## src/rtl/uart_rx_pkg.sv

```systemverilog
// Shared definitions for the UART receiver: register map,
// STATUS bit positions and receiver FSM encoding.
package uart_rx_pkg;

  localparam logic [1:0] REG_RXDATA  = 2'd0;
  localparam logic [1:0] REG_STATUS  = 2'd1;
  localparam logic [1:0] REG_DIVISOR = 2'd2;
  localparam logic [1:0] REG_RSVD    = 2'd3;

  localparam int ST_NE   = 0;
  localparam int ST_FULL = 1;
  localparam int ST_OVR  = 2;
  localparam int ST_FRM  = 3;

  localparam int TICKS_PER_BIT = 16;
  localparam int MID_TICK      = 8;

  typedef enum logic [1:0] {
    S_IDLE,
    S_START,
    S_DATA,
    S_STOP
  } rx_state_e;

endpackage

```

## src/rtl/uart_rx_fifo.sv

```systemverilog
// Byte FIFO for received characters; a push is accepted
// while full when a pop happens in the same cycle.
module rx_fifo #(
  parameter int DEPTH = 4,
  parameter int PW    = $clog2(DEPTH),
  parameter int CW    = $clog2(DEPTH) + 1
) (
  input  logic          clock,
  input  logic          reset,
  input  logic          push,
  input  logic          pop,
  input  logic [7:0]    din,
  output logic [7:0]    dout,
  output logic          full,
  output logic          empty,
  output logic [CW-1:0] count
);

  logic [7:0]    mem_q [DEPTH];
  logic [PW-1:0] wr_ptr_q, wr_ptr_d;
  logic [PW-1:0] rd_ptr_q, rd_ptr_d;
  logic [CW-1:0] count_q, count_d;
  logic          do_push, do_pop;

  assign full    = (count_q == CW'(DEPTH));
  assign empty   = (count_q == '0);
  assign count   = count_q;
  assign dout    = mem_q[rd_ptr_q];
  assign do_pop  = pop & ~empty;
  assign do_push = push & (~full | do_pop);

  always_comb begin
    wr_ptr_d = wr_ptr_q;
    rd_ptr_d = rd_ptr_q;
    count_d  = count_q;
    if (do_push) wr_ptr_d = wr_ptr_q + PW'(1);
    if (do_pop)  rd_ptr_d = rd_ptr_q + PW'(1);
    unique case ({do_push, do_pop})
      2'b10:   count_d = count_q + CW'(1);
      2'b01:   count_d = count_q - CW'(1);
      default: count_d = count_q;
    endcase
  end

  always_ff @(posedge clock or posedge reset) begin
    if (reset) begin
      wr_ptr_q <= '0;
      rd_ptr_q <= '0;
      count_q  <= '0;
    end else begin
      wr_ptr_q <= wr_ptr_d;
      rd_ptr_q <= rd_ptr_d;
      count_q  <= count_d;
    end
  end

  always_ff @(posedge clock) begin
    if (do_push) mem_q[wr_ptr_q] <= din;
  end

endmodule

```

## src/rtl/uart_rx.sv

```systemverilog
// 8N1 UART receiver with 16x oversampling, receive FIFO
// and a simple request/ready register interface.
module uart_rx
  import uart_rx_pkg::*;
#(
  parameter int          FIFO_DEPTH = 4,
  parameter logic [15:0] DIV_RESET  = 16'd26
) (
  input  logic        clock,
  input  logic        reset,
  input  logic        rxd,
  input  logic        MRead,
  input  logic        MWrite,
  input  logic        MEnable,
  input  logic [23:0] MAddress,
  input  logic [31:0] MWriteData,
  output logic [31:0] MReadData,
  output logic        MReady,
  output logic        irq
);

  localparam int CW = $clog2(FIFO_DEPTH) + 1;

  rx_state_e   state_q, state_d;
  logic        sync1_q, sync1_d;
  logic        sync2_q, sync2_d;
  logic [1:0]  arm_q, arm_d;
  logic [15:0] div_cnt_q, div_cnt_d;
  logic [15:0] divisor_q, divisor_d;
  logic [3:0]  tick_cnt_q, tick_cnt_d;
  logic [2:0]  bit_cnt_q, bit_cnt_d;
  logic [7:0]  shift_q, shift_d;
  logic        ovr_q, ovr_d;
  logic        frm_q, frm_d;
  logic        mready_q, mready_d;
  logic [31:0] rdata_q, rdata_d;

  logic          tick, start, wr, rd;
  logic [1:0]    sel;
  logic          push, pop;
  logic          ovr_set, frm_set;
  logic [3:0]    status_w;
  logic [7:0]    fifo_dout;
  logic          fifo_full, fifo_empty;
  logic [CW-1:0] fifo_count;
  logic          unused_ok;

  rx_fifo #(.DEPTH(FIFO_DEPTH)) u_fifo (
    .clock (clock),
    .reset (reset),
    .push  (push),
    .pop   (pop),
    .din   (shift_q),
    .dout  (fifo_dout),
    .full  (fifo_full),
    .empty (fifo_empty),
    .count (fifo_count)
  );

  assign sel   = MAddress[3:2];
  assign start = MEnable & (MRead | MWrite) & ~mready_q;
  assign wr    = start & MWrite;
  assign rd    = start & MRead & ~MWrite;
  assign pop   = rd & (sel == REG_RXDATA) & ~fifo_empty;
  assign tick  = (div_cnt_q == divisor_q);

  always_comb begin
    status_w         = '0;
    status_w[ST_NE]  = ~fifo_empty;
    status_w[ST_FULL] = fifo_full;
    status_w[ST_OVR] = ovr_q;
    status_w[ST_FRM] = frm_q;
  end

  always_comb begin
    state_d    = state_q;
    sync1_d    = rxd;
    sync2_d    = sync1_q;
    arm_d      = arm_q;
    div_cnt_d  = tick ? 16'd0 : div_cnt_q + 16'd1;
    divisor_d  = divisor_q;
    tick_cnt_d = tick_cnt_q;
    bit_cnt_d  = bit_cnt_q;
    shift_d    = shift_q;
    mready_d   = start;
    rdata_d    = rdata_q;
    push       = 1'b0;
    ovr_set    = 1'b0;
    frm_set    = 1'b0;

    // Only arm after the synchronizer has flushed and the line was seen idle.
    if (arm_q != 2'd3) begin
      if (arm_q == 2'd2) arm_d = sync2_q ? 2'd3 : 2'd2;
      else               arm_d = arm_q + 2'd1;
    end

    if (start) begin
      rdata_d = '0;
      if (rd) begin
        unique case (sel)
          REG_RXDATA:  rdata_d = {24'd0, fifo_empty ? 8'd0 : fifo_dout};
          REG_STATUS:  rdata_d = {28'd0, status_w};
          REG_DIVISOR: rdata_d = {16'd0, divisor_q};
          REG_RSVD:    rdata_d = '0;
        endcase
      end
    end

    unique case (state_q)
      S_IDLE: begin
        if (arm_q == 2'd3 && !sync2_q) begin
          state_d    = S_START;
          tick_cnt_d = '0;
          div_cnt_d  = '0;
        end
      end
      S_START: begin
        if (tick) begin
          if (tick_cnt_q == 4'(MID_TICK - 1)) begin
            tick_cnt_d = '0;
            bit_cnt_d  = '0;
            state_d    = sync2_q ? S_IDLE : S_DATA;
          end else begin
            tick_cnt_d = tick_cnt_q + 4'd1;
          end
        end
      end
      S_DATA: begin
        if (tick) begin
          tick_cnt_d = tick_cnt_q + 4'd1;
          if (tick_cnt_q == 4'(TICKS_PER_BIT - 1)) begin
            shift_d   = {sync2_q, shift_q[7:1]};
            bit_cnt_d = bit_cnt_q + 3'd1;
            if (bit_cnt_q == 3'd7) state_d = S_STOP;
          end
        end
      end
      S_STOP: begin
        if (tick) begin
          tick_cnt_d = tick_cnt_q + 4'd1;
          if (tick_cnt_q == 4'(TICKS_PER_BIT - 1)) begin
            state_d = S_IDLE;
            if (!sync2_q)                frm_set = 1'b1;
            else if (fifo_full && !pop)  ovr_set = 1'b1;
            else                         push    = 1'b1;
          end
        end
      end
      default: state_d = S_IDLE;
    endcase

    if (wr && sel == REG_DIVISOR) begin
      divisor_d = MWriteData[15:0];
      div_cnt_d = '0;
    end

    ovr_d = ovr_q;
    frm_d = frm_q;
    if (wr && sel == REG_STATUS) begin
      if (MWriteData[ST_OVR]) ovr_d = 1'b0;
      if (MWriteData[ST_FRM]) frm_d = 1'b0;
    end
    if (ovr_set) ovr_d = 1'b1;
    if (frm_set) frm_d = 1'b1;
  end

  always_ff @(posedge clock or posedge reset) begin
    if (reset) begin
      state_q    <= S_IDLE;
      sync1_q    <= 1'b1;
      sync2_q    <= 1'b1;
      arm_q      <= '0;
      div_cnt_q  <= '0;
      divisor_q  <= DIV_RESET;
      tick_cnt_q <= '0;
      bit_cnt_q  <= '0;
      shift_q    <= '0;
      ovr_q      <= 1'b0;
      frm_q      <= 1'b0;
      mready_q   <= 1'b0;
      rdata_q    <= '0;
    end else begin
      state_q    <= state_d;
      sync1_q    <= sync1_d;
      sync2_q    <= sync2_d;
      arm_q      <= arm_d;
      div_cnt_q  <= div_cnt_d;
      divisor_q  <= divisor_d;
      tick_cnt_q <= tick_cnt_d;
      bit_cnt_q  <= bit_cnt_d;
      shift_q    <= shift_d;
      ovr_q      <= ovr_d;
      frm_q      <= frm_d;
      mready_q   <= mready_d;
      rdata_q    <= rdata_d;
    end
  end

  assign MReady    = mready_q;
  assign MReadData = rdata_q;
  assign irq       = ~fifo_empty | ovr_q | frm_q;

  assign unused_ok = ^{MAddress[23:4], MAddress[1:0],
                       MWriteData[31:16], fifo_count};

endmodule

```

## config.mk

```make
export PLATFORM = sky130hd
export DESIGN_NAME = uart_rx
export DESIGN_NICKNAME = d
export VERILOG_FILES = /design/src/rtl/uart_rx_pkg.sv /design/src/rtl/uart_rx_fifo.sv /design/src/rtl/uart_rx.sv
export SDC_FILE = /design/constraint.sdc
export NUM_CORES = 1
export LEC_CHECK = 0
export ABC_AREA = 1
export CORE_ASPECT_RATIO = 1.5
export CORE_MARGIN = 2
export CORE_UTILIZATION = 55
export DETAILED_ROUTE_END_ITERATION = 12
export PLACE_DENSITY = 0.79
export SLEW_MARGIN = 20
export SYNTH_ARGS = -nofsm -noshare
export SYNTH_HDL_FRONTEND = slang
export SYNTH_SLANG_ARGS = --single-unit
```

## constraint.sdc

```tcl
create_clock -name clock -period 3.9 [get_ports clock]
set_input_delay 0.585 -clock clock [delete_from_list [all_inputs] [get_ports clock]]
set_output_delay 0.585 -clock clock [all_outputs]
set_load 0.01 [all_outputs]
```

==> results.tsv <==
stage	metric	value	unit
grt	Total GRT Usage	0.220	
drt	Routed WL per cell	14.4	um
cells_and_area	share of cells above drive strength 1	0.0743	
power_and_ir_drop	P per Cell Area	512	mW/mm2
clock_tree	TritonCTS Buffers	9	
grt	total grt overflow	0	
critical_path	startpoint types	input port	
critical_path	R2R depth	13	
synth	sequential share of the synthesized area	0.549	
placed_design	Port Buf Inserts	41	
synth	Synth Area per Inst	8.95	um2
drt	drt first-iter violations	218	
status	status	complete, no violations	
die	die area	0.0106	mm2
synth	Post-synth EDFFs	32	
critical_path	Worst Setup SP	MAddress[2]	
timing	worst-margin pin slew	823	ps
synth	Synth top area share	0.345	
timing	Fmax	355	MHz
clock_tree	CTS resizes	0	
critical_path	worst setup path class	in2reg	
synth	most common flop cell mapped by yosys	dfrtp_1	
clock_tree	Setup Buffers After CTS	0	
timing	Final Hold Viols	0	
drt	post-route antenna net violation count	0	
die	io pins	96	
clock_tree	hold buffer count at cts	0	
synth	most common cell in the netlist	nand2_1	
drt	drt drc	0	
clock_tree	clk_lat worst skew	350	ps
critical_path	worst reg-to-reg setup slack	1300	ps
synth	FFs w/ async S/R, synth	0.712	
timing	hold_ws	359	ps
drt	vias	3988	
cells_and_area	Ant. Diodes	0	
grt	vias in the first global route	3964	
timing	fin. max-slew vios	0	
cells_and_area	Core Util, Final	0.638	
critical_path	crit path to	u_fifo.count[2]	
drt	DR pass1 iterations	4	
timing	RSZ-0062 raised after global routing	no	
grt	antenna violations before repair	0	
timing	Setup TNS	0	ps
placed_design	placed cells	745	
cells_and_area	# nets final	715	
synth	Distinct cells, synth	41	
cells_and_area	post-layout instance count excluding filler cells	761	
synth	Yosys top cell by area	dfrtp_1	
cells_and_area	Layout area overhead	14.0	%
grt	first-pass GRT wire length	18.4	mm
clock_tree	Max H-tree Level	3	
synth	top cells by area, synth	dfrtp_1, edfxtp_1, nand2_1, inv_1, o21ai_0	
power_and_ir_drop	peak supply drop	0.000322	V
synth	most frequent cells after synthesis	nand2_1, inv_1, dfrtp_1	
die	die width	84.6	um
critical_path	worst endpoint required time	4130	ps
synth	cells after synthesis	599	
timing	final setup fails	0	
timing	minimum clock period after layout	2810	ps
placed_design	RD Place Congestion	0.887	
clock_tree	clock root cell	clkbuf_16	
clock_tree	Worst-path clk slew	70	ps
critical_path	Setup crit end kind	flop	
timing	period utilisation layout	0.721	
clock_tree	CTS tree	yes	
power_and_ir_drop	total power	3130	uW
drt	WL final	11.0	mm
critical_path	maximum fanout along the worst path	5	
critical_path	CP Data Arrival Time	3040	ps
placed_design	dpl hpwl	8.12	mm
hold_path	worst min path class	reg2reg	
drt	vias per inst	5.24	
clock_tree	Clock Sinks	111	
timing	Worst Clk Skew	7.22	ps
die	die height	125	um
synth	Netlist Area Pre-Place	0.00536	mm2
job	max_cap viols	0	
synth	Seq cells post-synth	111	
power_and_ir_drop	Leak Pwr	0.00292	uW
grt	largest net degree at the start of global routing	66	
timing	Rel. slew slack	0.451	
critical_path	r2r endpoint	u_fifo.count[1]	
die	CORE AREA	0.00958	mm2
die	initial core utilization	0.560	
die	standard-cell row count	44	
synth	Ys Warns	0	
clock_tree	Clock Path Buffers	2	
critical_path	Reg-to-Reg Start	divisor_q[4]	
area by class of cell:
class | instances | area [um2]
Fill cell | 775 | 3460
Clock buffer | 11 | 255
Timing Repair Buffer | 43 | 425
Multi-Input combinational cell | 384 | 1960
Clock inverter | 5 | 40.0
Sequential cell | 111 | 2940
Inverter | 92 | 350
Tap cell | 115 | 144
registers in the layout (all words and copies together), names as in the netlist, named ones only:
signal / cells
u_fifo.rd_ptr_q: 2
MReadData: 16
arm_q: 2
sync1_q: 1
sync2_q: 1
state_q: 1
tick_cnt_q: 4
u_fifo.count: 3
shift_q: 8
divisor_q: 16
ovr_q: 1
div_cnt_q: 16
MReady: 1
u_fifo.wr_ptr_q: 2
bit_cnt_q: 3
frm_q: 1
u_fifo.mem_q: 32
cells in the final DEF (no fill, tap or decap), types with 4 or more instances in the layout:
cell type / n
edfxtp_1: 32
ha_1: 11
o221ai_1: 4
o21ai_2: 4
conb_1: 16
o21ai_1: 8
nand4_1: 4
a32o_1: 9
clkdlybuf4s50_1: 41
a21oi_1: 12
clkbuf_16: 10
nor3_1: 6
o21ai_0: 50
dfstp_2: 5
inv_1: 84
nand2_1: 155
dfrtp_1: 74
nand3_1: 24
xor2_1: 11
nor2_1: 47
inv_2: 5
through the flow:
step / worst slack, ps / cell area [um2]
2_1_floorplan: 1300 / 5420
3_3_place_gp: 812 / 5820
3_5_place_dp: 750 / 5820
4_1_cts: 1120 / 6110
5_1_grt: 944 / 6110
6_report: 1090 / 6110
worst max-delay path: stages:
cell and delay, ps:
clkdlybuf4s50_1 530, nor2_1 320, nand4_1 170, nor2_1 350, ha_1 210, inv_1 70
fa_1 380, a21oi_1 150, o21ai_0 110, xor2_1 150
logic make-up (layout without fill, tap and decap cells):
kind of cell / Yosys count / after routing / synth area share
compound gates: 90 / 90 / 0.0994
xor+xnor: 13 / 13 / 0.0212
fa+ha+maj: 12 / 12 / 0.0294
buf+inv: 119 / 151 / 0.0970
flops: 111 / 111 / 0.549
other cells: 1 / 16 / 0.000699
simple gates: 253 / 253 / 0.203
layer usage:
layer	wire [um]	GRT usage	share of wire	vias up
met3	320	0.0310	0.029	27
met5	0	0	0	-
met4	482	0.117	0.044	0
met1	4150	0.251	0.38	1915
li1	-	-	-	1964
met2	6030	0.395	0.55	82
power breakdown:
| part | internal [uW] | switching (uW) | leakage [uW] |
|---|---|---|---|
| sequential | 1340 | 166 | 0.00139 |
| clock | 479 | 421 | 0.000144 |
| combinational | 273 | 450 | 0.00138 |
| total | 2090 | 1040 | 0.00292 |
how the worst min path moves through the flow:
stage	from	cells after the start	slack [ps]	endpoint
after floorplan	sync1_q	0	350	sync2_q
after global placement	sync1_q	0	350	sync2_q
after detailed placement	sync1_q	0	350	sync2_q
after CTS	sync1_q	0	360	sync2_q
after global routing	sync1_q	0	370	sync2_q
final	sync1_q	0	360	sync2_q
Power figures use the tool's default switching activity.
